[config.mk]
export PLATFORM = sky130hd
export DESIGN_NAME = bt_status_tx_flat
export DESIGN_NICKNAME = d
export VERILOG_FILES = /design/src/rtl/bt_pkg.sv /design/src/rtl/bt_status_tx_if.sv /design/src/rtl/uart_tx_byte.sv /design/src/rtl/bt_status_tx.sv /design/src/flat_wrapper.sv
export SDC_FILE = /design/constraint.sdc
export NUM_CORES = 1
export LEC_CHECK = 0
export BUFFER_PORTS_ARGS = -buffer_cell sky130_fd_sc_hd__buf_2
export CAP_MARGIN = 20
export CORE_ASPECT_RATIO = 0.9
export CORE_MARGIN = 10
export CORE_UTILIZATION = 40
export CTS_BUF_LIST = sky130_fd_sc_hd__clkbuf_16
export DETAILED_ROUTE_END_ITERATION = 8
export PLACE_DENSITY_LB_ADDON = 0.12
export SETUP_SLACK_MARGIN = 0.2
export SYNTH_ARGS = -nofsm -noshare
export SYNTH_HDL_FRONTEND = slang
export SYNTH_SLANG_ARGS = --single-unit
[constraint.sdc]
create_clock -name clk -period 3.8 [get_ports clk]
set_clock_uncertainty 0.05 [all_clocks]
set_input_delay 0.38 -clock clk [delete_from_list [all_inputs] [get_ports clk]]
set_output_delay 0.38 -clock clk [all_outputs]
set_load 0.03 [all_outputs]
[src/rtl/bt_pkg.sv]
// Shared definitions for the bluetooth status link: frame layout, serializer
// state encoding and the command codes understood by the companion receiver.
package bt_pkg;

    localparam logic [7:0] FRAME_HDR = 8'hA5;
    localparam int         FRAME_LEN = 7;

    typedef enum logic [1:0] {
        IDLE  = 2'd0,
        START = 2'd1,
        DATA  = 2'd2,
        STOP  = 2'd3
    } tx_state_e;

    typedef enum logic [7:0] {
        CMD_PLAY   = 8'h01,
        CMD_PAUSE  = 8'h02,
        CMD_NEXT   = 8'h03,
        CMD_PREV   = 8'h04,
        CMD_VOL_UP = 8'h05,
        CMD_VOL_DN = 8'h06
    } bt_cmd_e;

    typedef struct packed {
        logic [2:0] song;
        logic [3:0] vol;
        logic       pause;
        logic [7:0] minute;
        logic [7:0] second;
    } status_t;

    // Byte idx of a status frame; byte 6 is the XOR of payload bytes 1..5.
    function automatic logic [7:0] frame_byte(input logic [2:0] idx, input status_t s);
        logic [7:0] b1;
        logic [7:0] b2;
        logic [7:0] b3;
        b1 = {5'b0, s.song};
        b2 = {4'b0, s.vol};
        b3 = {7'b0, s.pause};
        case (idx)
            3'd0:    frame_byte = FRAME_HDR;
            3'd1:    frame_byte = b1;
            3'd2:    frame_byte = b2;
            3'd3:    frame_byte = b3;
            3'd4:    frame_byte = s.minute;
            3'd5:    frame_byte = s.second;
            3'd6:    frame_byte = b1 ^ b2 ^ b3 ^ s.minute ^ s.second;
            default: frame_byte = 8'h00;
        endcase
    endfunction

endpackage

[src/rtl/bt_status_tx_if.sv]
// Status inputs and UART/handshake outputs of the bluetooth status transmitter.
interface bt_status_tx_if;
    logic       i_send;
    logic [2:0] i_song_select;
    logic [3:0] i_vol_level;
    logic       i_pause;
    logic [7:0] i_minute;
    logic [7:0] i_second;
    logic       o_tx;
    logic       o_busy;
    logic       o_done;

    modport master (
        output i_send, i_song_select, i_vol_level, i_pause, i_minute, i_second,
        input  o_tx, o_busy, o_done
    );

    modport slave (
        input  i_send, i_song_select, i_vol_level, i_pause, i_minute, i_second,
        output o_tx, o_busy, o_done
    );
endinterface

[src/rtl/uart_tx_byte.sv]
// 8N1 byte serializer. A load taken in IDLE, or in the final stop-bit cycle,
// drives the start bit on the next edge so bytes chain with no idle gap.
module uart_tx_byte
    import bt_pkg::*;
#(
    parameter int BAUD_DIV = 16
) (
    input  logic       clk,
    input  logic       rst_n,
    input  logic       load,
    input  logic [7:0] data,
    output logic       tx,
    output logic       ready,
    output logic       last
);

    localparam int             CW      = (BAUD_DIV > 1) ? $clog2(BAUD_DIV) : 1;
    localparam logic [CW-1:0]  CNT_MAX = CW'(BAUD_DIV - 1);

    tx_state_e   state;
    logic [CW-1:0] cnt;
    logic [2:0]  bit_idx;
    logic [7:0]  shreg;
    logic        tick;

    assign tick  = (cnt == CNT_MAX);
    assign ready = (state == IDLE);
    assign last  = (state == STOP) && tick;

    always_ff @(posedge clk or negedge rst_n) begin
        if (!rst_n) begin
            state   <= IDLE;
            cnt     <= '0;
            bit_idx <= 3'd0;
            shreg   <= 8'h00;
            tx      <= 1'b1;
        end else begin
            case (state)
                IDLE: begin
                    if (load) begin
                        state <= START;
                        cnt   <= '0;
                        shreg <= data;
                        tx    <= 1'b0;
                    end
                end
                START: begin
                    if (tick) begin
                        cnt     <= '0;
                        state   <= DATA;
                        bit_idx <= 3'd0;
                        tx      <= shreg[0];
                        shreg   <= shreg >> 1;
                    end else begin
                        cnt <= cnt + 1'b1;
                    end
                end
                DATA: begin
                    if (tick) begin
                        cnt <= '0;
                        if (bit_idx == 3'd7) begin
                            state <= STOP;
                            tx    <= 1'b1;
                        end else begin
                            bit_idx <= bit_idx + 3'd1;
                            tx      <= shreg[0];
                            shreg   <= shreg >> 1;
                        end
                    end else begin
                        cnt <= cnt + 1'b1;
                    end
                end
                STOP: begin
                    if (tick) begin
                        cnt <= '0;
                        if (load) begin
                            state <= START;
                            shreg <= data;
                            tx    <= 1'b0;
                        end else begin
                            state <= IDLE;
                        end
                    end else begin
                        cnt <= cnt + 1'b1;
                    end
                end
                default: begin
                    state <= IDLE;
                    tx    <= 1'b1;
                end
            endcase
        end
    end

endmodule

[src/rtl/bt_status_tx.sv]
// Bluetooth status frame transmitter: snapshots player status, frames it as
// A5 + 5 payload bytes + XOR checksum and streams it through uart_tx_byte.
module bt_status_tx
    import bt_pkg::*;
#(
    parameter int CLK_FREQ = 100_000_000,
    parameter int BAUD     = 9600
) (
    input  logic          clk,
    input  logic          rst_n,
    bt_status_tx_if.slave bus
);

    localparam int BAUD_DIV = CLK_FREQ / BAUD;

    status_t    snap;
    logic [2:0] byte_idx;
    logic       busy;
    logic       done;
    logic       pending;

    logic       ser_tx;
    logic       ser_ready;
    logic       ser_last;
    logic       start;
    logic       frame_end;
    logic       load;
    logic [7:0] load_data;

    // The header goes out straight from the trigger edge; later bytes come
    // from the snapshot taken on that same edge.
    assign start     = ser_ready && !busy && (bus.i_send || pending);
    assign frame_end = ser_last && (byte_idx == 3'(FRAME_LEN - 1));
    assign load      = start || (ser_last && !frame_end);

    always_comb begin
        load_data = FRAME_HDR;
        if (!start)
            load_data = frame_byte(byte_idx + 3'd1, snap);
    end

    always_ff @(posedge clk or negedge rst_n) begin
        if (!rst_n) begin
            snap     <= '0;
            byte_idx <= 3'd0;
            busy     <= 1'b0;
            done     <= 1'b0;
            pending  <= 1'b0;
        end else begin
            done <= frame_end;
            if (start) begin
                busy     <= 1'b1;
                byte_idx <= 3'd0;
                pending  <= 1'b0;
                snap     <= '{song:   bus.i_song_select,
                              vol:    bus.i_vol_level,
                              pause:  bus.i_pause,
                              minute: bus.i_minute,
                              second: bus.i_second};
            end else begin
                if (ser_last && !frame_end)
                    byte_idx <= byte_idx + 3'd1;
                if (frame_end)
                    busy <= 1'b0;
                // Requests during a frame collapse into one flag.
                if (bus.i_send && busy)
                    pending <= 1'b1;
            end
        end
    end

    uart_tx_byte #(
        .BAUD_DIV (BAUD_DIV)
    ) u_ser (
        .clk   (clk),
        .rst_n (rst_n),
        .load  (load),
        .data  (load_data),
        .tx    (ser_tx),
        .ready (ser_ready),
        .last  (ser_last)
    );

    assign bus.o_tx   = ser_tx;
    assign bus.o_busy = busy;
    assign bus.o_done = done;

endmodule
[src/flat_wrapper.sv]
// flat-port wrapper written by rule: the top's interface ports become plain ports
module bt_status_tx_flat import bt_pkg::*;
#(
    parameter int CLK_FREQ = 100_000_000,
    parameter int BAUD     = 9600
)
  (clk, rst_n, bus_i_send, bus_i_song_select, bus_i_vol_level, bus_i_pause, bus_i_minute, bus_i_second, bus_o_tx, bus_o_busy, bus_o_done);
  bt_status_tx_if bus_i ();
  input  logic clk;
  input  logic rst_n;
  input wire logic [$bits(bus_i.i_send)-1:0] bus_i_send;
  input wire logic [$bits(bus_i.i_song_select)-1:0] bus_i_song_select;
  input wire logic [$bits(bus_i.i_vol_level)-1:0] bus_i_vol_level;
  input wire logic [$bits(bus_i.i_pause)-1:0] bus_i_pause;
  input wire logic [$bits(bus_i.i_minute)-1:0] bus_i_minute;
  input wire logic [$bits(bus_i.i_second)-1:0] bus_i_second;
  output wire logic [$bits(bus_i.o_tx)-1:0] bus_o_tx;
  output wire logic [$bits(bus_i.o_busy)-1:0] bus_o_busy;
  output wire logic [$bits(bus_i.o_done)-1:0] bus_o_done;
  assign bus_i.i_send = bus_i_send;
  assign bus_i.i_song_select = bus_i_song_select;
  assign bus_i.i_vol_level = bus_i_vol_level;
  assign bus_i.i_pause = bus_i_pause;
  assign bus_i.i_minute = bus_i_minute;
  assign bus_i.i_second = bus_i_second;
  assign bus_o_tx = bus_i.o_tx;
  assign bus_o_busy = bus_i.o_busy;
  assign bus_o_done = bus_i.o_done;
  bt_status_tx #(.CLK_FREQ(CLK_FREQ), .BAUD(BAUD)) u_core (.clk(clk), .rst_n(rst_n), .bus(bus_i));
endmodule
==> results.cfg <==
[run_status]
status = completed

[clock_network]
cts_tree = yes
ctsResizeCount = 0
postCtsHoldBufs = 0
clkSinkCount = 58
clock_latency_ns = 0.32
cts_htree_levels = 3
cts_made_buffers = 9
post_cts_buffers = 0
clkTransAtPathRegs_ns = 0.05
clock_tree.buffer_depth = 2
cts_root_buf = clkbuf_16

[timing]
tightest_slew_ns = 0.8683
setup_viol = 0
layout_min_cycle_time_ns = 2.718
fmax_mhz = 367.9
min_period_over_period_pct = 71.53
slew_violations = 0
relSlewSlack_pct = 41.48
rsz0062_at_grt = no
tns_ns = 0
finalHoldViolCount = 0

[power_and_ir_drop]
p_seq_share_pct = 45.1
leakage_nw = 1.673
finalPower_w = 0.001438
p_int_w = 0.001109
p_per_area_mw_per_mm2 = 388.6
ir_drop_uv = 211.5
p_sw_w = 0.0003298
comb_power_share_pct = 6.9
clkPwrFrac_pct = 47.9
netSwitchingFraction_pct = 22.93

[floorplan]
row_count = 30
die-area_mm2 = 0.01197
die-width_um = 114.2
io_pins = 30
die_y_um = 104.8
coreArea_mm2 = 0.007657
initial_core_util_pct = 41.73

[yosys]
synth_seq_area_share_pct = 45.46
syn_inst = 305
synth_edf_count = 0
synth_top_area_share_pct = 44.64
yosys_warnings = 0
synth_xor_area_share_pct = 4.933
synth_top_family_by_area = compound AO/OA/AOI/OAI gates
synthArstFlopShare_pct = 100.0
ys_top_cells_by_area = dfrtp_1 45%, mux2_2 9.2%, ha_1 5.1%, o21ai_0 3.4%, xnor2_1 3.0%
synth_cell_types = 55
synth-adder-area-share_pct = 5.090
synth_flop_cell = dfrtp_1
avgSynthCellArea_um2 = 10.48
synth_seq_cells = 58
synthMuxAreaShare_pct = 11.08
syn-cell-area_mm2 = 0.003196
synth_area_leader_cell = dfrtp_1
syn_nets = 345
synthSimpleGateAreaFrac_pct = 12.61
synth_compound_area_share_pct = 18.40

[worst_setup_path]
critPathArrivalTime_ns = 2.88
reg2reg_to = u_core.u_ser.shreg[3]$_DFFE_PN0P_
path_class = flip-flop to flip-flop
crit_chain = inv_1 -> ha_1 -> nand2b_1 -> o21bai_1 -> o21ai_1 -> or2_1 -> o31a_1
crit_slowest_cell = o21bai_1
slowest_delay_ns = 0.55
crit_fanout = 9
worstRegToRegCells = 7
reg2reg_slack_ns = 1.08
start_kind = flip-flop
required_ns = 3.96
timing.rr.start = u_core.u_ser.state[0]$_DFFE_PN0P_
cp-end-kind = flip-flop

[final_layout]
nNetsFinal = 377
final_util_pct = 48.33
nFillCells = 722
layout-drive-gt1-share_pct = 23.68
diodes = 0
layout_common_cells = 57 x dfrtp_1, 29 x buf_2, 26 x mux2_2, 22 x o21ai_0, 19 x a21oi_1
area_growth_pct = 15.82
final_common_cell = dfrtp_1
instances_no_fill = 438

[grt]
grt_first_pass_wirelength_mm = 11.90
gr-usage-met2_pct = 15.74
use_met3_pct = 3.488
use_met1_pct = 18.12
grt_pass1_vias = 2328
grt_overflow = 0
track_usage_pct = 12.12
grt_antenna_before_repair = 0
grt_max_degree = 34
grt-busiest-layer = met1

[route]
viasPerCell = 5.393
drt_iter0_markers = 94
wl_per_cell_um = 16.17
drt_pre_antenna_iters = 4
routed_wl_mm = 7.082
final_antenna_net_count = 0
vias = 2362
drc = 0

[run]
maxCapViolCount = 0

[placement]
gp_congestion = 0.8276
dp_hpwl_mm = 5.148
dpl.cell_count = 422
numPortBuffers = 29

[hold_path]
min_path_type = primary input to asynchronous set/reset pin
==> cell families after synthesis <==
group / count (synthesis)
AOI/OAI and AO/OA: 90
and+or+nand+nor: 74
DFF: 58
muxes: 32
buffers and inverters: 20
xor gates and xnor gates: 18
adders and majority gates: 13
==> worst max-delay path: cells and delay by family (launching register included) <==
family / cells / cell delay, ns
AO/OA/AOI/OAI: 3 / 1.18
adder cells (fa/ha/maj): 1 / 0.32
buffers and inverters: 1 / 0.12
flip-flops: 1 / 0.40
AND/OR/NAND/NOR: 2 / 0.53
==> power groups by stage <==
stage               clock network [W]   logic, W  registers, W
detailed placement                  0   0.000100      0.000659
finish                       0.000690  0.0000993      0.000649
global route                 0.000740   0.000111      0.000651
floorplan                           0  0.0000636      0.000654
CTS                          0.000707   0.000101      0.000649
global placement                    0   0.000100      0.000659
==> per-layer routing <==
| metal | vias to the layer above | share of wire [%] | wire (um) |
|---|---|---|---|
| met2 | 38 | 42 | 2942 |
| li1 | 1189 | - | - |
| met3 | 2 | 3.9 | 274 |
| met4 | 0 | 0.42 | 30 |
| met5 | - | 0 | 0 |
| met1 | 1133 | 54 | 3835 |
==> through the flow <==
stage	instance area [um2]	hold slack, ns	worst slack, ns
global route	3701	0.05744	0.7979
floorplan	3196	0.03441	1.511
CTS	3701	0.04157	1.059
global placement	3446	0.3846	1.226
detailed placement	3446	0.3807	1.097
finish	3701	0.02147	1.082
==> flip-flops by register name, indices dropped and copies added (netlist names) <==
name	flops
u_core.bus.o_busy	1
u_core.bus.o_done	1
u_core.byte_idx	3
u_core.pending	1
u_core.snap	24
u_core.u_ser.bit_idx	3
u_core.u_ser.cnt	14
u_core.u_ser.shreg	8
u_core.u_ser.state	2
u_core.u_ser.tx	1
==> worst max path at each step <==
stage	from	endpoint	slack, ns	cells past startpoint
after floorplan	u_core.u_ser.state[0]$_DFFE_PN0P_	u_core.u_ser.shreg[3]$_DFFE_PN0P_	1.51	8
after global placement	u_core.u_ser.state[0]$_DFFE_PN0P_	u_core.u_ser.shreg[3]$_DFFE_PN0P_	1.23	7
after detailed placement	u_core.u_ser.state[0]$_DFFE_PN0P_	u_core.u_ser.shreg[3]$_DFFE_PN0P_	1.10	7
after CTS	u_core.u_ser.state[0]$_DFFE_PN0P_	u_core.u_ser.shreg[3]$_DFFE_PN0P_	1.06	7
after global routing	u_core.u_ser.state[0]$_DFFE_PN0P_	u_core.u_ser.shreg[3]$_DFFE_PN0P_	0.80	7
final	u_core.u_ser.state[0]$_DFFE_PN0P_	u_core.u_ser.shreg[3]$_DFFE_PN0P_	1.08	7
==> cells in the mapped netlist, drive strengths merged (2+ instances only) <==
master   n
a211oi   3
xnor2   11
o21ai   33
and3     4
or2      2
clkbuf   8
nor2    16
nor3     4
inv      8
nor4     2
nand3   10
buf      4
a221oi   3
o31ai    4
dfrtp   57
a22o     7
ha      13
or4      2
nand4    3
a22oi    4
mux2    27
mux2i    5
xor2     7
a221o    2
nand2   17
nor2b    5
a21oi   20
or3      3
o21a     2
==> layout make-up <==
type / count / area, um2 / area share [%]
clock inverters: 7 / 30.03 / 0.8114
well taps: 96 / 120.1 / 3.245
inverters: 8 / 30.03 / 0.8114
repair buffers: 33 / 175.2 / 4.733
flip-flops and latches: 58 / 1453 / 39.25
multi-input cells: 227 / 1668 / 45.06
clock buffers: 9 / 225.2 / 6.085
No activity file was read; power rests on OpenSTA's default activity.
